**src/rtl/r200lsu_pkg.sv**
```systemverilog
// r200lsu_pkg: shared definitions for the r200 MEM-stage load/store unit.
//   - LSU FSM state encodings
//   - RV32I func3 access-size/sign codes used by loads and stores
//   - default response timeout (cycles spent waiting for resp_valid)
package r200lsu_pkg;

   typedef enum logic [1:0] {
      ST_IDLE = 2'd0,
      ST_REQ  = 2'd1,
      ST_WAIT = 2'd2,
      ST_DONE = 2'd3
   } lsu_state_e;

   localparam logic [2:0] F3_B  = 3'b000;
   localparam logic [2:0] F3_H  = 3'b001;
   localparam logic [2:0] F3_W  = 3'b010;
   localparam logic [2:0] F3_BU = 3'b100;
   localparam logic [2:0] F3_HU = 3'b101;

   localparam int TIMEOUT_DEFAULT = 255;

endpackage

```
**src/rtl/r200lsu_align.sv**
```systemverilog
// r200lsu_align: purely combinational lane logic for the load/store unit.
//   Store side : memrd, memwr, func3, lane, rs2o -> wdata, wstrb, illegal
//   Load side  : ld_func3, ld_lane, rdata        -> ld_data (sign/zero extended)
// The store side looks at the live EX/MEM inputs, while the load side looks
// at the payload latched when the access was accepted.
module r200lsu_align
   import r200lsu_pkg::*;
(
   input  logic        memrd,
   input  logic        memwr,
   input  logic [2:0]  func3,
   input  logic [1:0]  lane,
   input  logic [31:0] rs2o,
   output logic [31:0] wdata,
   output logic [3:0]  wstrb,
   output logic        illegal,
   input  logic [2:0]  ld_func3,
   input  logic [1:0]  ld_lane,
   input  logic [31:0] rdata,
   output logic [31:0] ld_data
);

   logic [7:0]  ld_byte;
   logic [15:0] ld_half;

   // Replicate store data across all lanes; byte enables pick the live lane.
   // Loads never write, so their strobes stay zero.
   always_comb begin
      wdata = 32'h0;
      wstrb = 4'b0000;
      case (func3)
         F3_B: begin
            wdata = {4{rs2o[7:0]}};
            wstrb = 4'b0001 << lane;
         end
         F3_H: begin
            wdata = {2{rs2o[15:0]}};
            wstrb = 4'b0011 << lane;
         end
         F3_W: begin
            wdata = rs2o;
            wstrb = 4'b1111;
         end
         default: ;
      endcase
      if (!memwr) begin
         wstrb = 4'b0000;
      end
   end

   // Reject simultaneous read/write, unknown size codes and misalignment.
   always_comb begin
      illegal = 1'b0;
      if (memrd && memwr) begin
         illegal = 1'b1;
      end else if (memrd) begin
         case (func3)
            F3_B, F3_BU: illegal = 1'b0;
            F3_H, F3_HU: illegal = lane[0];
            F3_W:        illegal = (lane != 2'b00);
            default:     illegal = 1'b1;
         endcase
      end else if (memwr) begin
         case (func3)
            F3_B:    illegal = 1'b0;
            F3_H:    illegal = lane[0];
            F3_W:    illegal = (lane != 2'b00);
            default: illegal = 1'b1;
         endcase
      end
   end

   // Pick the addressed byte/half out of the returned word and extend it.
   always_comb begin
      ld_byte = rdata[{ld_lane, 3'b000} +: 8];
      ld_half = ld_lane[1] ? rdata[31:16] : rdata[15:0];
      case (ld_func3)
         F3_B:    ld_data = {{24{ld_byte[7]}}, ld_byte};
         F3_BU:   ld_data = {24'h0, ld_byte};
         F3_H:    ld_data = {{16{ld_half[15]}}, ld_half};
         F3_HU:   ld_data = {16'h0, ld_half};
         F3_W:    ld_data = rdata;
         default: ld_data = 32'h0;
      endcase
   end

endmodule

```
**src/rtl/r200lsu.sv**
```systemverilog
// r200lsu: multi-cycle MEM-stage load/store unit for the r200 pipeline.
//   Pipeline side : alu_res, rs2o, memrd, memwr, func3 in;
//                   stall, dmem_out, ld_valid, err out
//   Bus side      : req_valid/req_ready handshake carrying req_we, req_addr,
//                   req_wdata, req_wstrb; resp_valid/resp_rdata for the reply
// Every legal access walks IDLE -> REQ -> WAIT -> DONE. stall covers the
// accepting IDLE cycle through WAIT; the pipeline moves on at the DONE edge.
module r200lsu
   import r200lsu_pkg::*;
#(
   parameter int TIMEOUT = TIMEOUT_DEFAULT,
   parameter int CNT_W   = 8
) (
   input  logic        clk,
   input  logic        rst,
   input  logic [31:0] alu_res,
   input  logic [31:0] rs2o,
   input  logic        memrd,
   input  logic        memwr,
   input  logic [2:0]  func3,
   output logic        stall,
   output logic [31:0] dmem_out,
   output logic        ld_valid,
   output logic        err,
   output logic        req_valid,
   input  logic        req_ready,
   output logic        req_we,
   output logic [31:0] req_addr,
   output logic [31:0] req_wdata,
   output logic [3:0]  req_wstrb,
   input  logic        resp_valid,
   input  logic [31:0] resp_rdata
);

   lsu_state_e state_q, state_d;
   logic [CNT_W-1:0] cnt_q;
   logic [31:0] addr_q, wdata_q;
   logic [3:0]  wstrb_q;
   logic        we_q;
   logic [2:0]  f3_q;

   logic        op, illegal, legal_op, timeout;
   logic [31:0] st_wdata, ld_data;
   logic [3:0]  st_wstrb;

   assign op       = memrd | memwr;
   assign legal_op = op & ~illegal;
   assign timeout  = (cnt_q == CNT_W'(TIMEOUT - 1));

   r200lsu_align u_align (
      .memrd    (memrd),
      .memwr    (memwr),
      .func3    (func3),
      .lane     (alu_res[1:0]),
      .rs2o     (rs2o),
      .wdata    (st_wdata),
      .wstrb    (st_wstrb),
      .illegal  (illegal),
      .ld_func3 (f3_q),
      .ld_lane  (addr_q[1:0]),
      .rdata    (resp_rdata),
      .ld_data  (ld_data)
   );

   assign req_valid = (state_q == ST_REQ);
   assign req_we    = we_q;
   assign req_addr  = {addr_q[31:2], 2'b00};
   assign req_wdata = wdata_q;
   assign req_wstrb = wstrb_q;

   // Next state and stall. A legal op raises stall in the same IDLE cycle it
   // appears so the pipeline freezes before the payload is even latched.
   // A response arriving on the timeout cycle still counts as a response.
   always_comb begin
      state_d = state_q;
      stall   = 1'b0;
      case (state_q)
         ST_IDLE: begin
            if (legal_op) begin
               stall   = 1'b1;
               state_d = ST_REQ;
            end
         end
         ST_REQ: begin
            stall = 1'b1;
            if (req_ready) begin
               state_d = ST_WAIT;
            end
         end
         ST_WAIT: begin
            stall = 1'b1;
            if (resp_valid || timeout) begin
               state_d = ST_DONE;
            end
         end
         ST_DONE: begin
            state_d = ST_IDLE;
         end
         default: state_d = ST_IDLE;
      endcase
   end

   // State, payload, timeout counter and the registered result/pulse outputs.
   // ld_valid and err are set one cycle ahead so they land in DONE (or in the
   // IDLE cycle after an illegal op) and clear themselves the cycle after.
   always_ff @(posedge clk) begin
      if (rst) begin
         state_q  <= ST_IDLE;
         cnt_q    <= '0;
         dmem_out <= 32'h0;
         ld_valid <= 1'b0;
         err      <= 1'b0;
         addr_q   <= 32'h0;
         wdata_q  <= 32'h0;
         wstrb_q  <= 4'b0000;
         we_q     <= 1'b0;
         f3_q     <= 3'b000;
      end else begin
         state_q  <= state_d;
         ld_valid <= 1'b0;
         err      <= 1'b0;
         case (state_q)
            ST_IDLE: begin
               if (op && illegal) begin
                  err      <= 1'b1;
                  dmem_out <= 32'h0;
               end else if (legal_op) begin
                  addr_q  <= alu_res;
                  wdata_q <= st_wdata;
                  wstrb_q <= st_wstrb;
                  we_q    <= memwr;
                  f3_q    <= func3;
               end
            end
            ST_REQ: begin
               if (req_ready) begin
                  cnt_q <= '0;
               end
            end
            ST_WAIT: begin
               cnt_q <= cnt_q + CNT_W'(1);
               if (resp_valid) begin
                  if (we_q) begin
                     dmem_out <= 32'h0;
                  end else begin
                     dmem_out <= ld_data;
                     ld_valid <= 1'b1;
                  end
               end else if (timeout) begin
                  err      <= 1'b1;
                  dmem_out <= 32'h0;
               end
            end
            default: ;
         endcase
      end
   end

endmodule
```
**config.mk**
```make
export PLATFORM = sky130hd
export DESIGN_NAME = r200lsu
export DESIGN_NICKNAME = d
export VERILOG_FILES = /design/src/rtl/r200lsu_pkg.sv /design/src/rtl/r200lsu_align.sv /design/src/rtl/r200lsu.sv
export SDC_FILE = /design/constraint.sdc
export NUM_CORES = 1
export LEC_CHECK = 0
export ABC_AREA = 0
export BUFFER_PORTS_ARGS = -buffer_cell sky130_fd_sc_hd__buf_2
export CAP_MARGIN = 25
export CORE_ASPECT_RATIO = 1.4
export CORE_MARGIN = 2
export CORE_UTILIZATION = 35
export CTS_BUF_LIST = sky130_fd_sc_hd__clkbuf_8 sky130_fd_sc_hd__clkbuf_16
export CTS_CLUSTER_DIAMETER = 150
export DETAILED_ROUTE_END_ITERATION = 16
export GPL_TIMING_DRIVEN = 0
export PLACE_DENSITY = 0.62
export SYNTH_ARGS = -nofsm -noshare
export SYNTH_HDL_FRONTEND = slang
export SYNTH_SLANG_ARGS = --single-unit
export TNS_END_PERCENT = 20
```
**constraint.sdc**
```tcl
create_clock -name clk -period 1.7 [get_ports clk]
set_input_delay 0.17 -clock clk [delete_from_list [all_inputs] [get_ports clk]]
set_output_delay 0.17 -clock clk [all_outputs]
set_load 0.005 [all_outputs]
```
# ---- Word-level counts from Yosys, hierarchy flattened
# Cells that the tools add are included.
dict set report word_totals {
  register_bits 116
  out_inout_bits 105
  word_cells 82
}
dict set report classes {
  addsub 1
  eq_ne 17
  shift 3
  mux 28
  bitwise_logic 6
  reduce_logical 17
}
# cell count
set op_table {}
lappend op_table {{$pmux W32 S5} 1}
lappend op_table {{$mux W32} 4}
lappend op_table {{$pmux W32 S3} 1}
lappend op_table {{$pmux W32 S2} 1}
lappend op_table {{$shiftx A32 B6 Y8} 1}
lappend op_table {{$mux W16} 1}
lappend op_table {{$pmux W8 S2} 1}
lappend op_table {{$eq A3 B3 Y1 const B} 4}
lappend op_table {{$pmux W4 S3} 1}
lappend op_table {{$reduce_and A3 Y1} 3}
lappend op_table {{$add A8 B1 Y8 const B} 1}
lappend op_table {{$eq A8 B8 Y1 const B} 1}
lappend op_table {{$mux W1} 8}
lappend op_table {{$mux W8} 1}
lappend op_table {{$pmux W2 S4} 1}
lappend op_table {{$eq A3 B1 Y1 const B} 2}
lappend op_table {{$eq A3 B2 Y1 const B} 2}
lappend op_table {{$logic_not A3 Y1} 2}
lappend op_table {{$mux W2} 3}
lappend op_table {{$ne A2 B2 Y1 const B} 3}
lappend op_table {{$pmux W1 S3} 2}
lappend op_table {{$reduce_bool A2 Y1} 3}
lappend op_table {{$reduce_or A2 Y1} 3}
lappend op_table {{$eq A2 B2 Y1 const B} 2}
lappend op_table {{other kinds (15)} 20}

# ---- Logic depth before layout (Yosys ltp)
dict set report depth {
  depth_word 9
  depth_mapped 9
}

# ---- By module
# From an unflattened synthesis, not the netlist that was laid out.
dict set report hier_totals {
  cells_unflattened 771
  hier_area_um2 6311.1
}
# module instances cells_per_inst area_each_um2 seq_area_each_um2
set modules_own_cells {}
lappend modules_own_cells {r200lsu 1 534 4742.0 2322.2}
lappend modules_own_cells {r200lsu_align 1 237 1569.0 0.0}

# ---- Worst setup path after synthesis
# OpenSTA, ideal clock, no wires.
dict set report synth_path {
  path_kind {flip-flop to flip-flop}
  start {register state_q[0]}
  end {register dmem_out[0]}
  setup_ns 0.121
  t_arrival_ns 1.691
  t_required_ns 1.579
  slack_ns -0.112
  path_stages_with_launch 10
  synth_period_minus_slack_ns 1.812
  path_cell_list {dfxtp_1 > inv_1 > ha_1 > nand4bb_1 > buf_4 > inv_1 > nand2_1 > clkbuf_1 > nor2_1 > mux2_4}
}
dict set report synth_between {
  elab_chain_len 3
  elab_cells_between_ends 7
  cone_classes {eq/ne (3); mux (1); reduce/logical (3)}
}
# element line_no
set synth_rtl {}
lappend synth_rtl {{start, declared} r200lsu.sv:35} ;# lsu_state_e state_q, state_d;
lappend synth_rtl {{start signal, assigned} r200lsu.sv:119} ;# state_q <= state_d;
lappend synth_rtl {{$eq A2 B2 Y1 or $logic_not A2 Y1 (tied branches)} r200lsu.sv:122} ;# case (state_q)
lappend synth_rtl {{$ne A3 B3 Y1 (no source line), or another cell as far along} -}
lappend synth_rtl {{$reduce_and A3 Y1 (no source line)} -}
lappend synth_rtl {{end signal, assigned} r200lsu.sv:146} ;# dmem_out <= ld_data;
lappend synth_rtl {{end, declared} r200lsu.sv:22} ;# output logic [31:0] dmem_out,
# Parallel ways exist; a longest one is shown, timed or not.
# A chain may end at the register's enable or synchronous reset.

# ---- Worst setup path in the final report
dict set report layout_path {
  start {register state_q[0]}
  end {register dmem_out[20]}
}
# Same word-level chain as after synthesis.

==> results.yml <==
status:
  outcome: "complete, but fails checks"
  violations: "negative setup slack"
timing:
  worst_slack_ps: -76.2
  final_max_slew_viol_count: 0
  period_needed_ps: 1780
  finalHoldViolCount: 0
  fin_skew_ps: 5.51
  setup_viol_count_final: 33
  rsz0062_at_grt: "true"
  worst_pin_slew_ps: 820
  fin_crit_sh_pct: 104
  max_slew_margin_pct: 45.0
  hold_ws_ps: 11.1
  max_freq_ghz: 0.563
clock_network:
  cts_tree: "yes"
  clk_path_buf_depth: 2
  htreeDepth: 4
  numCtsBuffers: 17
  clock-root-buffer: "clkbuf_16"
  clock-sinks: 116
  insertion_delay_ps: 420
  clkSlewWorstSetupHoldPaths_ps: 50
global_route:
  overflow: 0
  grt_pass1_vias: 5365
  grt_pass1_wl_um: 27700
  gr-usage-all-layers_pct: 19.9
  grt_antenna_before_repair: 0
  grt_max_degree: 17
drt:
  drt_iter0_drc: 305
  ant_nets: 0
  drt-pass1-iter-count: 6
  route.detailed.drc: 0
  wl_per_cell_um: 16.3
  routed_wl_um: 18300
  via_per_inst: 4.85
  dr_total_vias: 5442
yosys:
  yosys.area.top_type_share_pct: 39.2
  async_reset_ff_share_pct: 0
  netlist_instances: 639
  yosysMostFrequentCell: "dfxtp_1"
  synth-main-ff-cell: "dfxtp_1"
  ys_types: 50
  syn_area_per_cell_um2: 9.27
  yosysSeqAreaShare_pct: 39.2
  synth-edff-count: 0
  yosys-top-cells-area: "dfxtp_1, mux2i_1, mux2_4"
  yosys_warnings: 0
  netlist.top_cell.by_area: "dfxtp_1"
  netlist_top_cells_count: "dfxtp_1, nor2_1, mux2i_1"
  syn_area_um2: 5920
  ys_ff_latch: 116
worst_setup_path:
  cp-end-kind: "flip-flop"
  crit_type: "flip-flop to flip-flop"
  reg2reg_setup_slack_ps: -80
  max_stage_delay_ps: 410
  cp.required_ps: 2000
  worst_path_max_delay_cell: "a211o_4"
  start_kind: "flip-flop"
  critical_path.cell_chain: "inv_4 -> ha_4 -> buf_6 -> nor2_2 -> a211o_4 -> buf_12 -> mux2_4"
  crit_path_max_fanout: 10
  cp_data_arrival_time_ps: 2070
job:
  maxCapViolCount: 0
power_and_ir_drop:
  swShare_pct: 30.5
  ir_worst_vdd_v: 0.000567
  power_frac_clock_pct: 34.0
  seq_power_share_pct: 30.5
  p_int_mw: 7.22
  power_density_nw_per_um2: 1220
  finalPower_mw: 10.4
  p_leak_nw: 3.89
  p_sw_mw: 3.16
  pwr-share-comb_pct: 35.5
placed_design:
  io_buffers: 203
  gp_congestion: 0.896
  hpwl_um: 13700
finish:
  drive_above_1_share_pct: 43.0
  area_growth_pct: 44.0
  postLayoutCoreUtil_pct: 51.1
  layout.nets: 1017
  antenna_cells: 0
  nFillCells: 1615
die:
  fp.dieH_um: 158
  core_um2: 16700
  initial_core_util_pct: 35.5
  dieArea_um2: 18000
  row_count: 56
  die_x_um: 114
  ios: 210
hold_path:
  hp-class: "input port to flip-flop"
-- flip-flops by register name (all words and copies together) (netlist names) --
register	flops
f3_q	3
err	1
req_wdata	32
req_wstrb	4
dmem_out	32
cnt_q	8
req_we	1
state_q	2
ld_valid	1
addr_q	32
-- stage by stage --
stage	instance area [µm²]	TNS, ps	setup WS [ps]	cells
final	8530	-1930	-76.2	1122
after global routing	8530	-3620	-137	1122
after CTS	8310	-1040	-52.3	1115
after detailed placement	7200	-11080	-276	1046
after global placement	7200	-10730	-266	1046
after floorplan	5930	-389	-39.7	640
-- power groups by stage --
| stage | logic, mW | clock network (mW) | registers (mW) |
|---|---|---|---|
| after global placement | 2.77 | 0 | 3.18 |
| after CTS | 3.32 | 3.60 | 3.16 |
| final | 3.69 | 3.53 | 3.17 |
| after global routing | 3.97 | 3.70 | 3.20 |
| after detailed placement | 2.78 | 0 | 3.18 |
| after floorplan | 1.99 | 0 | 3.17 |
-- cell families after synthesis --
family	synth area share, %
and+or+nand+nor	16.6
AOI/OAI and AO/OA	13.9
DFF	39.2
muxes	19.2
buffers and inverters	9.00
adders and majority gates	1.27
xor gates and xnor gates	0.740
other	0.0633
-- layer usage --
layer / wire, µm / GRT usage, % / part of all wire, % / vias to the layer above
li1: - / - / - / 2719
met1: 7260 / 21.7 / 40 / 2532
met2: 9720 / 36.5 / 53 / 162
met3: 861 / 4.56 / 4.7 / 29
met4: 495 / 8.65 / 2.7 / 0
met5: 0 / 0 / 0 / -
-- layout by cell type, fill, tap and decap left out, types with 5 or more instances in the layout --
cell / n
inv_1: 8
a211oi_1: 17
dlygate4sd3_1: 28
nand3_1: 11
buf_12: 5
dfxtp_2: 8
dfxtp_1: 105
o21bai_1: 5
nor2_1: 99
nand2_1: 22
mux2_4: 31
a21oi_1: 51
mux2i_1: 52
o21ai_0: 12
a22oi_1: 9
mux2_2: 11
clkbuf_16: 18
nor2b_1: 42
a222oi_1: 7
buf_2: 211
buf_4: 50
clkbuf_8: 5
clkbuf_1: 13
nand2b_1: 10
-- worst max-delay path, delay by kind of cell (launching register included) --
| kind | cells | cell delay (ps) |
|---|---|---|
| flip-flops | 1 | 360 |
| adder cells (fa/ha/maj) | 1 | 140 |
| buffers and inverters | 3 | 390 |
| AND/OR/NAND/NOR | 1 | 60 |
| multiplexers | 1 | 290 |
| AO/OA/AOI/OAI | 1 | 410 |
-- area by class of cell --
type / instances / area, µm² / area share (%)
clock buffer: 20 / 467 / 5.47
buffer: 75 / 598 / 7.01
clock inverter: 12 / 114 / 1.34
timing repair buffer: 249 / 1470 / 17.3
multi-input combinational: 440 / 3250 / 38.1
sequential: 116 / 2340 / 27.5
inverter: 7 / 31.3 / 0.367
tap: 203 / 254 / 2.98
-- worst paths after layout --
path	startpoint	end	depth (start not counted)
setup / recovery	state_q[0]$_SDFFE_PP0P_	dmem_out[20]$_SDFFE_PP0P_	7
setup reg to reg	state_q[0]$_SDFFE_PP0P_	dmem_out[20]$_SDFFE_PP0P_	7
hold reg to reg	req_wstrb[1]$_SDFFE_PP0P_	req_wstrb[1]$_SDFFE_PP0P_	1
hold / removal	alu_res[22]	addr_q[22]$_SDFFE_PP0P_	3
-- timing repair --
| action | in CTS | in global routing |
|---|---|---|
| gates cloned | 1 | 1 |
| hold endpoints to repair | 28 | 0 |
| resized for setup | 46 | 33 |
| pin swaps | 6 | 3 |
| setup endpoints to repair | 102 | 86 |
| hold buffers | 28 | 0 |
| setup buffers | 10 | 6 |
Power figures use the tool's default switching activity.
